`src/rtl/traffic_sensor_conditioner_pkg.sv`:
```
// Shared definitions for the traffic sensor conditioner: lane count, one-hot
// lane constants, default timing parameters and a one-hot check helper.
package traffic_pkg;

    localparam int NUM_LANES = 4;

    typedef logic [NUM_LANES-1:0] lane_mask_t;

    localparam lane_mask_t LANE1 = 4'b0001;
    localparam lane_mask_t LANE2 = 4'b0010;
    localparam lane_mask_t LANE3 = 4'b0100;
    localparam lane_mask_t LANE4 = 4'b1000;

    localparam int DEFAULT_DEBOUNCE_CYCLES = 8;
    localparam int DEFAULT_STUCK_CYCLES    = 1000;

    // True when exactly one lane bit is set; zero or multi-bit masks are rejected.
    function automatic logic is_one_hot(input lane_mask_t v);
        return (v != '0) && ((v & (v - 1'b1)) == '0);
    endfunction

endpackage

```
`src/rtl/traffic_sensor_conditioner_if.sv`:
```
// Bundle between the loop sensors / light controller and the conditioner.
// The master side drives raw sensors and the controller's phase info; the
// slave side (the conditioner) returns demand, debounced levels and stuck flags.
interface traffic_sensor_conditioner_if;
    import traffic_pkg::*;

    lane_mask_t raw_in;
    lane_mask_t side;
    logic       next;
    lane_mask_t t_req;
    lane_mask_t sensed;
    logic       any_req;
    lane_mask_t stuck;

    modport master (
        output raw_in, side, next,
        input  t_req, sensed, any_req, stuck
    );

    modport slave (
        input  raw_in, side, next,
        output t_req, sensed, any_req, stuck
    );

endinterface

```
`src/rtl/traffic_sensor_conditioner_debounce.sv`:
```
// Single-lane front end: two-flop synchroniser, consecutive-sample debounce
// counter, registered debounced level and a pulse marking its rising edge.
module sensor_debounce
    import traffic_pkg::*;
#(
    parameter int DEBOUNCE_CYCLES = DEFAULT_DEBOUNCE_CYCLES,
    parameter int DB_W            = 4
) (
    input  logic clk,
    input  logic reset,
    input  logic raw,
    output logic sensed,
    output logic rise
);

    localparam logic [DB_W-1:0] CNT_LAST = DB_W'(DEBOUNCE_CYCLES - 1);

    logic            s1;
    logic            s2;
    logic            sensed_prev;
    logic [DB_W-1:0] cnt;

    // Bring the asynchronous loop input into the clock domain; plain flop chain.
    always_ff @(posedge clk) begin
        if (reset) begin
            s1 <= 1'b0;
            s2 <= 1'b0;
        end else begin
            s1 <= raw;
            s2 <= s1;
        end
    end

    // Flip the debounced level only after an unbroken run of disagreeing samples;
    // any agreeing sample restarts the run so short glitches are swallowed.
    always_ff @(posedge clk) begin
        if (reset) begin
            cnt         <= '0;
            sensed      <= 1'b0;
            sensed_prev <= 1'b0;
        end else begin
            sensed_prev <= sensed;
            if (s2 == sensed) begin
                cnt <= '0;
            end else if (cnt == CNT_LAST) begin
                sensed <= s2;
                cnt    <= '0;
            end else begin
                cnt <= cnt + 1'b1;
            end
        end
    end

    assign rise = sensed & ~sensed_prev;

endmodule

```
`src/rtl/traffic_sensor_conditioner.sv`:
```
// Top of the sensor conditioner: per-lane debounce front ends feeding sticky
// request latches that are cleared when the controller finishes a lane's phase.
// Optional build macro STUCK_DETECT_EN adds per-lane stuck-sensor detection
// that flags a loop held high too long and suppresses its request.
module traffic_sensor_conditioner
    import traffic_pkg::*;
#(
    parameter int DEBOUNCE_CYCLES = DEFAULT_DEBOUNCE_CYCLES,
    parameter int DB_W            = 4,
    parameter int STUCK_CYCLES    = DEFAULT_STUCK_CYCLES,
    parameter int STUCK_W         = 10
) (
    input  logic                         clk,
    input  logic                         reset,
    traffic_sensor_conditioner_if.slave  bus
);

    // Reject parameter sets whose counters could not hold their terminal value.
    if ((DEBOUNCE_CYCLES < 2) || ((2 ** DB_W) <= DEBOUNCE_CYCLES)) begin : g_bad_db_cfg
        $error("debounce parameters out of range");
    end
    if ((2 ** STUCK_W) <= STUCK_CYCLES) begin : g_bad_stuck_cfg
        $error("stuck parameters out of range");
    end

    lane_mask_t sensed_w;
    lane_mask_t rise;
    lane_mask_t clr;
    lane_mask_t t_req_q;
    lane_mask_t t_req_next;
    lane_mask_t stuck_q;
    lane_mask_t stuck_next;
    logic       any_req_q;

    for (genvar i = 0; i < NUM_LANES; i++) begin : g_lane
        sensor_debounce #(
            .DEBOUNCE_CYCLES (DEBOUNCE_CYCLES),
            .DB_W            (DB_W)
        ) u_debounce (
            .clk    (clk),
            .reset  (reset),
            .raw    (bus.raw_in[i]),
            .sensed (sensed_w[i]),
            .rise   (rise[i])
        );
    end

    // A malformed side mask must not clear anything, so only a clean one-hot
    // value qualifies the controller's phase-done pulse.
    assign clr = (bus.next && is_one_hot(bus.side)) ? bus.side : '0;

`ifdef STUCK_DETECT_EN
    localparam logic [STUCK_W-1:0] SCNT_MAX = STUCK_W'(STUCK_CYCLES);

    logic [STUCK_W-1:0] scnt      [NUM_LANES];
    logic [STUCK_W-1:0] scnt_next [NUM_LANES];

    // Count consecutive debounced-high cycles per lane, saturating at the limit,
    // and raise stuck once the limit is reached until the level drops.
    always_comb begin
        stuck_next = '0;
        for (int i = 0; i < NUM_LANES; i++) begin
            scnt_next[i] = '0;
            if (sensed_w[i]) begin
                scnt_next[i] = (scnt[i] == SCNT_MAX) ? SCNT_MAX : scnt[i] + 1'b1;
            end
            stuck_next[i] = sensed_w[i] & (stuck_q[i] | (scnt_next[i] == SCNT_MAX));
        end
    end

    // Hold the stuck counters and flags.
    always_ff @(posedge clk) begin
        if (reset) begin
            for (int i = 0; i < NUM_LANES; i++) begin
                scnt[i] <= '0;
            end
            stuck_q <= '0;
        end else begin
            for (int i = 0; i < NUM_LANES; i++) begin
                scnt[i] <= scnt_next[i];
            end
            stuck_q <= stuck_next;
        end
    end
`else
    assign stuck_next = '0;
    assign stuck_q    = '0;
`endif

    // New arrivals win over a same-cycle clear; stuck lanes never request.
    always_comb begin
        t_req_next = (rise | (t_req_q & ~clr)) & ~stuck_next;
    end

    // Register the demand latches and their OR from the same next-state value
    // so any_req never lags t_req.
    always_ff @(posedge clk) begin
        if (reset) begin
            t_req_q   <= '0;
            any_req_q <= 1'b0;
        end else begin
            t_req_q   <= t_req_next;
            any_req_q <= |t_req_next;
        end
    end

    assign bus.t_req   = t_req_q;
    assign bus.sensed  = sensed_w;
    assign bus.any_req = any_req_q;
    assign bus.stuck   = stuck_q;

endmodule

```
`src/flat_wrapper.sv`:
```
// flat-port wrapper written by rule: the top's interface ports become plain ports
module traffic_sensor_conditioner_flat import traffic_pkg::*;
#(
    parameter int DEBOUNCE_CYCLES = DEFAULT_DEBOUNCE_CYCLES,
    parameter int DB_W            = 4,
    parameter int STUCK_CYCLES    = DEFAULT_STUCK_CYCLES,
    parameter int STUCK_W         = 10
)
  (clk, reset, bus_raw_in, bus_side, bus_next, bus_t_req, bus_sensed, bus_any_req, bus_stuck);
  traffic_sensor_conditioner_if bus_i ();
  input  logic clk;
  input  logic reset;
  input wire logic [$bits(bus_i.raw_in)-1:0] bus_raw_in;
  input wire logic [$bits(bus_i.side)-1:0] bus_side;
  input wire logic [$bits(bus_i.next)-1:0] bus_next;
  output wire logic [$bits(bus_i.t_req)-1:0] bus_t_req;
  output wire logic [$bits(bus_i.sensed)-1:0] bus_sensed;
  output wire logic [$bits(bus_i.any_req)-1:0] bus_any_req;
  output wire logic [$bits(bus_i.stuck)-1:0] bus_stuck;
  assign bus_i.raw_in = bus_raw_in;
  assign bus_i.side = bus_side;
  assign bus_i.next = bus_next;
  assign bus_t_req = bus_i.t_req;
  assign bus_sensed = bus_i.sensed;
  assign bus_any_req = bus_i.any_req;
  assign bus_stuck = bus_i.stuck;
  traffic_sensor_conditioner #(.DEBOUNCE_CYCLES(DEBOUNCE_CYCLES), .DB_W(DB_W), .STUCK_CYCLES(STUCK_CYCLES), .STUCK_W(STUCK_W)) u_core (.clk(clk), .reset(reset), .bus(bus_i));
endmodule
```
`config.mk`:
```
export PLATFORM = sky130hd
export DESIGN_NAME = traffic_sensor_conditioner_flat
export DESIGN_NICKNAME = d
export VERILOG_FILES = /design/src/rtl/traffic_sensor_conditioner_pkg.sv /design/src/rtl/traffic_sensor_conditioner_if.sv /design/src/rtl/traffic_sensor_conditioner_debounce.sv /design/src/rtl/traffic_sensor_conditioner.sv /design/src/flat_wrapper.sv
export SDC_FILE = /design/constraint.sdc
export NUM_CORES = 1
export LEC_CHECK = 0
export CORE_UTILIZATION = 50
export CTS_CLUSTER_SIZE = 14
export DETAILED_ROUTE_END_ITERATION = 8
export HOLD_SLACK_MARGIN = 0.1
export PLACE_DENSITY = 0.74
export SLEW_MARGIN = 40
export SYNTH_ARGS = -nofsm -noshare
export SYNTH_HDL_FRONTEND = slang
export SYNTH_SLANG_ARGS = --single-unit
```
`constraint.sdc`:
```
create_clock -name clk -period 1.47 [get_ports clk]
set_input_delay 0.294 -clock clk [delete_from_list [all_inputs] [get_ports clk]]
set_output_delay 0.294 -clock clk [all_outputs]
set_load 0.05 [all_outputs]
```
==> summary.md, run 1 <==
| Metric | Value |
|---|---|
| Clock Pin Slew Worst Setup and Hold Paths | about 0.10 ns |
| Setup tns final | 0 ns |
| Fin. Hold Viols | 0 |
| Crit path max fanout | 4 |
| Crit path kind | reg -> reg |
| Clk buf depth | 2 |
| GP Congestion | just over 0.7 |
| Avg Synthesized Cell Area | roughly 10 um2 |
| Leakage Power | 0.0006811 uW |
| Met1 Use GR | a little under a fifth |
| Pint | 1292 uW |
| Routed wire length | 1.962 mm |
| Startpoint types | register |
| Clock share of power | 31.3% |
| Clk_skew | ~0.0018 ns |
| DPL Wire Length | about 1.5 mm |
| Cells after synthesis | ~140 |
| GRT overflow | 0 |
| Setup Viol. Count Final | 0 |
| Post-layout util | approximately two thirds |
| Fin crit share | between 80% and 90% |
| First-pass GRT wire length | 3.360 mm |
| I/O pins | 24 |
| Setup Fix Bufs, Post-CTS | 0 |
| Die area | approximately 3000 um2 |
| Critical Path Sink Type | register |
| Max VDD drop | ~0.00083 V |
| Sequential power share | approximately 63% |
| Wire length per cell | about 10 um |
| Largest net degree at the start of global routing | 12 |
| Final nets | 180 |
| Num CTS Buffers | 5 |
| Sw power | 340.2 uW |
| CTS Root Cell | clkbuf_4 |
| Syn. warnings | 0 |
| # H-tree levels | 2 |
| Synth cell types | 22 |
| RSZ-0062 raised after global routing | no |
| Initial Util | between 50% and 60% |
| Via count | 931 |
| DRC violations left | 0 |
| DR vias/cell | approximately 4.8 |
| Switching fraction of total power | about a fifth |
| Worst-Skew Late Latency | about 0.31 ns |
| Power per standard cell area | 937.0 nW/um2 |
| CORE AREA | 2545 um2 |
| Combinational share of power | slightly above 6% |
| First drt pass iteration count | 4 |
| Max Freq | about 760 MHz |
| Final Max Tran Viols | 0 |
| Vias in the first global route | 842 |
| Busiest grt layer | met2 |
| Synth Cell Area | approximately 1400 um2 |
| HP Class | reg -> reg |
| Area grow syn2layout | 26.89% |
| Yosys reg bits | 37 |
| Max_cap viols | 0 |
| Run status | finished clean |
| Worst Path Arrival | between 1.5 and 2 ns |
| Routing usage on met3 | approximately 7.5% |
| Antenna violations before repair | 0 |
| Starting DRT DRC Count | 3 |
| FILL cells | slightly above 200 |
| Ant. Diodes | 0 |
| Post-synthesis sequential area ratio | between 50% and 60% |
| CTS tree | yes |
| Cts-stage hold buffer count | 0 |
| GRT Total Usage | between 15 and 20% |
| Row Count | 18 |
| Port Buffer Count | 19 |
| Layout cell share with drive strength beyond 1 | between 10% and 20% |
| Met2 Resource Use GR | between 20 and 30% |
| Die Ht | 54.40 um |
| Antenna-violating nets left | 0 |
| Post_cts resized | 0 |
| Clock Sinks | 37 |
| Data required, critical path | around 1.7 ns |
| Min Tclk post-route | about 1.3 ns |
| Die width | around 54 um |
-- worst max-delay path, cell delays in order (launching register included) --
cell and delay [ns]:
dfxtp_1 0.34, ha_1 0.22, and3b_1 0.20, or3_4 0.39, nor2_1 0.11
-- final cells by class --
type / count / area [um2] / area share [%]
well taps: 30 / 37.54 / 2.155
repair buffers: 26 / 332.8 / 19.11
inverters: 4 / 15.01 / 0.8621
multi-input cells: 91 / 560.5 / 32.18
flip-flops and latches: 37 / 740.7 / 42.53
clock buffers: 7 / 55.05 / 3.161
-- per-stage QoR --
| stage | cell area [um2] | instances | setup slack [ns] | total power [uW] | hold slack [ns] |
|---|---|---|---|---|---|
| after global placement | 1687 | 188 | -0.08577 | 1143 | 0.4172 |
| after floorplan | 1384 | 142 | 0.2518 | 1104 | 0.3656 |
| after global routing | 1742 | 195 | 0.06123 | 1716 | 0.4629 |
| after detailed placement | 1687 | 188 | -0.1186 | 1145 | 0.4231 |
| after CTS | 1742 | 195 | 0.1480 | 1655 | 0.4472 |
| final | 1742 | 195 | 0.1576 | 1632 | 0.4449 |
-- power by group through the flow --
| stage | combinational, uW | clock, uW | sequential [uW] |
|---|---|---|---|
| after floorplan | 60.0 | 0 | 1040 |
| after global placement | 98.3 | 0 | 1040 |
| after detailed placement | 100 | 0 | 1040 |
| after CTS | 101 | 532 | 1020 |
| after global routing | 109 | 583 | 1020 |
| final | 100 | 510 | 1020 |
-- worst paths after layout --
check                                     startpoint                            endpoint  slack (ns)  depth (start not counted)
hold reg to reg       u_core.g_lane[3].u_debounce.s1      u_core.g_lane[3].u_debounce.s2        0.44                          1
setup / recovery  u_core.g_lane[1].u_debounce.cnt[0]  u_core.g_lane[1].u_debounce.cnt[3]        0.16                          4
hold / removal        u_core.g_lane[3].u_debounce.s1      u_core.g_lane[3].u_debounce.s2        0.44                          1
setup reg to reg  u_core.g_lane[1].u_debounce.cnt[0]  u_core.g_lane[1].u_debounce.cnt[3]        0.16                          4
-- cell usage after synthesis --
cell / count / share of area, %
a21oi_1: 6 / 2.2
a41oi_1: 1 / 0.64
and3b_1: 2 / 1.3
buf_4: 8 / 4.4
clkbuf_1: 2 / 0.55
conb_1: 1 / 0.27
dfxtp_1: 37 / 54
ha_1: 4 / 3.6
inv_1: 4 / 1.1
mux2i_1: 2 / 1.5
nand2_1: 4 / 1.1
nand3_1: 4 / 1.5
nand3b_1: 2 / 1.1
nand4b_1: 2 / 1.3
nor2_1: 25 / 6.8
nor2b_1: 16 / 7.3
nor3b_1: 1 / 0.55
o21ai_0: 2 / 0.73
or3_1: 2 / 0.91
or3_4: 2 / 1.6
xnor2_1: 8 / 5.1
xor2_1: 4 / 2.6
-- kinds of logic after synthesis --
kind of cell / after synthesis / share of synthesized area (%)
AOI/OAI and AO/OA: 9 / 3.555
xor gates and xnor gates: 12 / 7.657
adders and majority gates: 4 / 3.646
buffers and inverters: 14 / 6.016
DFF: 37 / 53.97
muxes: 2 / 1.459
other: 1 / 0.2732
and+or+nand+nor: 60 / 23.43
-- registers in the layout (all words and copies together), names as in the netlist --
register,count
u_core.g_lane.u_debounce.s1,4
u_core.g_lane.u_debounce.sensed,4
u_core.g_lane.u_debounce.cnt,16
u_core.g_lane.u_debounce.s2,4
u_core.g_lane.u_debounce.sensed_prev,4
u_core.bus.t_req,4
u_core.bus.any_req,1
-- metal layers --
metal | share of wire (%) | routed length [um]
met5 | 0 | 0
met4 | 0.76 | 15
met3 | 4.8 | 95
met2 | 48 | 947
met1 | 46 | 903
-- placed cells by master (no fill, tap or decap) --
master | synthesis | layout
clkdlybuf4s50_1 | 0 | 10
nor3b_1 | 1 | 1
clkbuf_1 | 2 | 1
a41oi_1 | 1 | 1
o21ai_0 | 2 | 2
buf_12 | 0 | 9
or3_4 | 2 | 2
nand3b_1 | 2 | 2
and3b_1 | 2 | 2
clkbuf_4 | 0 | 5
mux2i_1 | 2 | 2
nand4b_1 | 2 | 2
xor2_1 | 4 | 4
buf_4 | 8 | 7
or3_1 | 2 | 2
a21oi_1 | 6 | 6
xnor2_1 | 8 | 8
nor2_1 | 25 | 25
nor2b_1 | 16 | 16
nand2_1 | 4 | 4
dfxtp_1 | 37 | 37
ha_1 | 4 | 4
nand3_1 | 4 | 4
inv_1 | 4 | 4
conb_1 | 1 | 4
clkbuf_8 | 0 | 1
Power figures use the tool's default switching activity.
==> run 2: changes to the inputs <==
CORE_MARGIN = 4   (was default)
==> run 2 against run 1 <==
Compared with the run above:
- sequential power barely moved
- maximum frequency down 0.61%
- clock skew grew 0.0027 ns
- register-to-register slack about the same
- via count rose by 1.9%
- critical path depth stayed put
- final area down 0.43%
- critical path type unchanged
- highest routed layer unchanged
==> summary.md, run 2 (synthesis gave the netlist of run 1 again) <==
| Metric | Value |
|---|---|
| Power per standard cell area | 937.5 nW/um2 (was 937.0 nW/um2) |
| Register-to-register setup slack | 0.15 ns (was 0.16 ns) |
| Die Ht | 60.40 um (was 54.40 um) |
| FILL cells | 202 (was 207) |
| Worst path top cell family by delay | simple AND/OR/NAND/NOR gates (unchanged) |
| Number of flip-flops in the largest register | 16 (unchanged) |
| Antenna-violating nets left | 0 (unchanged) |
| Slowest-stage cell, CP | or3_4 (unchanged) |
| Setup Fix Bufs, Post-CTS | 0 (unchanged) |
| Num CTS Buffers | 5 (unchanged) |
| Largest net degree at the start of global routing | 13 (was 12) |
| Clock Sinks | 37 (unchanged) |
| First-pass GRT wire length | 3.663 mm (was 3.360 mm) |
| Max incr delay on CP | 0.39 ns (about the same) |
| Run status | finished clean (unchanged) |
| GP Congestion | 0.7956 (was 0.7147) |
| Crit path max fanout | 4 (unchanged) |
| Critical Path Sink Type | register (unchanged) |
| Setup Viol. Count Final | 0 (unchanged) |
| CP cell instances | ha_1 > and3b_1 > or3_4 > nor2_1 (unchanged) |
| Reg2reg path depth | 4 (unchanged) |
| Post_cts resized | 0 (unchanged) |
| I/O pins | 24 (unchanged) |
| DRC violations left | 0 (unchanged) |
| CTS tree | yes (unchanged) |
| Ant. Diodes | 0 (unchanged) |
| Leakage Power | 0.0006759 uW (was 0.0006811 uW) |
| Die area | 3648 um2 (was 2959 um2) |
| Max_cap viols | 0 (unchanged) |
| Design area | 1734 um2 (was 1742 um2) |
| Clock Pin Slew Worst Setup and Hold Paths | 0.11 ns (was 0.10 ns) |
| GRT overflow | 0 (unchanged) |
| Commonest non-fill, non-tap cell in the layout | dfxtp_1 (unchanged) |
| Hold Path End | u_core.g_lane[1].u_debounce.s2 (was u_core.g_lane[3].u_debounce.s2) |
| Area grow syn2layout | 26.34% (was 26.89%) |
| Die width | 60.40 um (was 54.40 um) |
| Fin crit share | 89.83% (was 89.28%) |
| Data required, critical path | 1.76 ns (was 1.73 ns) |
| RSZ-0062 raised after global routing | no (unchanged) |
| Biggest register | u_core.g_lane.u_debounce.cnt (unchanged) |
| HP Class | reg -> reg (unchanged) |
| Row Count | 18 (unchanged) |
| DR vias/cell | 4.867 (was 4.774) |
| Cts-stage hold buffer count | 0 (unchanged) |
| Critical Path Source | u_core.g_lane[0].u_debounce.cnt[0] (was u_core.g_lane[1].u_debounce.cnt[0]) |
| Setup tns final | 0 ns (unchanged) |
| Vias in the first global route | 930 (was 842) |
| CORE AREA | 2545 um2 (unchanged) |
| Startpoint types | register (unchanged) |
| CTS Root Cell | clkbuf_4 (unchanged) |
| Via count | 949 (was 931) |
| Reg2Reg Launch Point | u_core.g_lane[0].u_debounce.cnt[0] (was u_core.g_lane[1].u_debounce.cnt[0]) |
| Clk_skew | 0.004485 ns (was 0.001787 ns) |
| Hold Startpoint | u_core.g_lane[1].u_debounce.s1 (was u_core.g_lane[3].u_debounce.s1) |
| Port Buffer Count | 19 (unchanged) |
| Hold Path Depth | 1 (unchanged) |
| Initial Util | 53.93% (unchanged) |
| Max VDD drop | 0.0008490 V (was 0.0008298 V) |
| Layout cell share with drive strength beyond 1 | 15.15% (was 14.55%) |
| First drt pass iteration count | 4 (unchanged) |
| Crit path kind | reg -> reg (unchanged) |
| # H-tree levels | 2 (unchanged) |
| Multi-input combinational cell area | 560.5 um2 (unchanged) |
| Setup ws final | 0.1495 ns (was 0.1576 ns) |
| Max Freq | 757.3 MHz (was 762.0 MHz) |
| Min Tclk post-route | 1.320 ns (was 1.312 ns) |
| Clk buf depth | 2 (unchanged) |
| Most frequent cells in the layout | dfxtp_1 (37), nor2_1 (25), nor2b_1 (16) (unchanged) |
| Routed wire length | 2.113 mm (was 1.962 mm) |
| DP Area | 1679 um2 (was 1687 um2) |
| Worst-Skew Late Latency | 0.34 ns (was 0.31 ns) |
| Overall Power | 1626 uW (was 1632 uW) |
| GRT Total Usage | 14.05% (was 16.46%) |
| Final Max Tran Viols | 0 (unchanged) |
| Starting DRT DRC Count | 28 (was 3) |
| Worst slack, placed | -0.1089 ns (was -0.1186 ns) |
| DPL Wire Length | 1.627 mm (was 1.503 mm) |
| End of the worst register-to-register path | u_core.g_lane[0].u_debounce.cnt[3] (was u_core.g_lane[1].u_debounce.cnt[3]) |
| Wire length per cell | 10.84 um (was 10.06 um) |
| Worst Path Arrival | 1.61 ns (was 1.57 ns) |
| CP bufs+invs | 0 (unchanged) |
| Antenna violations before repair | 0 (unchanged) |
| Hold Worst Slack | 0.4473 ns (was 0.4449 ns) |
| Final nets | 179 (was 180) |
| Fin. Hold Viols | 0 (unchanged) |
| Reg area | 740.7 um2 (unchanged) |
[run 2: cell count changes in the layout (fill, tap and decap cells not counted)]
cell,previous run,this run
clkinvlp_4,0,1
clkbuf_1,1,0
clkbuf_8,1,0
buf_4,7,6
clkinv_2,0,2
[run 2: through the flow]
step | util (%) | std cells
floorplan | - | 142
global placement | 65.98 | 187
detailed placement | 65.98 | 187
CTS | 68.14 | 195
global route | 68.14 | 195
finish | 68.14 | 195
[run 2: per-layer routing]
layer | vias up | routed length, um | track usage [%] | share of wire [%]
met3 | 7 | 173 | 4.894 | 8.2
met2 | 34 | 953 | 22.99 | 45
met1 | 422 | 918 | 14.89 | 43
met4 | 0 | 68 | 10.44 | 3.2
met5 | - | 0 | 0 | 0
li1 | 486 | - | - | -
[run 2: cell type report]
cell class | instances | share of cell area (%)
sequential | 37 | 42.71
multi-input combinational | 91 | 32.32
clock inverter | 3 | 1.010
clock buffer | 5 | 2.165
tap | 30 | 2.165
inverter | 4 | 0.8658
timing repair buffer | 25 | 18.76
[run 2: worst max-delay path by stage]
stage                                         end  slack (ns)  cells after the start
4_1_cts        u_core.g_lane[0].u_debounce.cnt[3]        0.14                      4
3_5_place_dp                   u_core.bus.any_req       -0.11                      5
5_1_grt        u_core.g_lane[0].u_debounce.cnt[3]        0.08                      4
2_1_floorplan  u_core.g_lane[0].u_debounce.cnt[2]        0.25                      4
3_3_place_gp                   u_core.bus.any_req       -0.07                      5
6_report       u_core.g_lane[0].u_debounce.cnt[3]        0.15                      4
[run 2: report_power, final]
part	internal, uW	switching [uW]	leakage [uW]
combinational	49.0	49.3	0.000345
clock	180	325	0.0000310
sequential	1020	6.37	0.000300
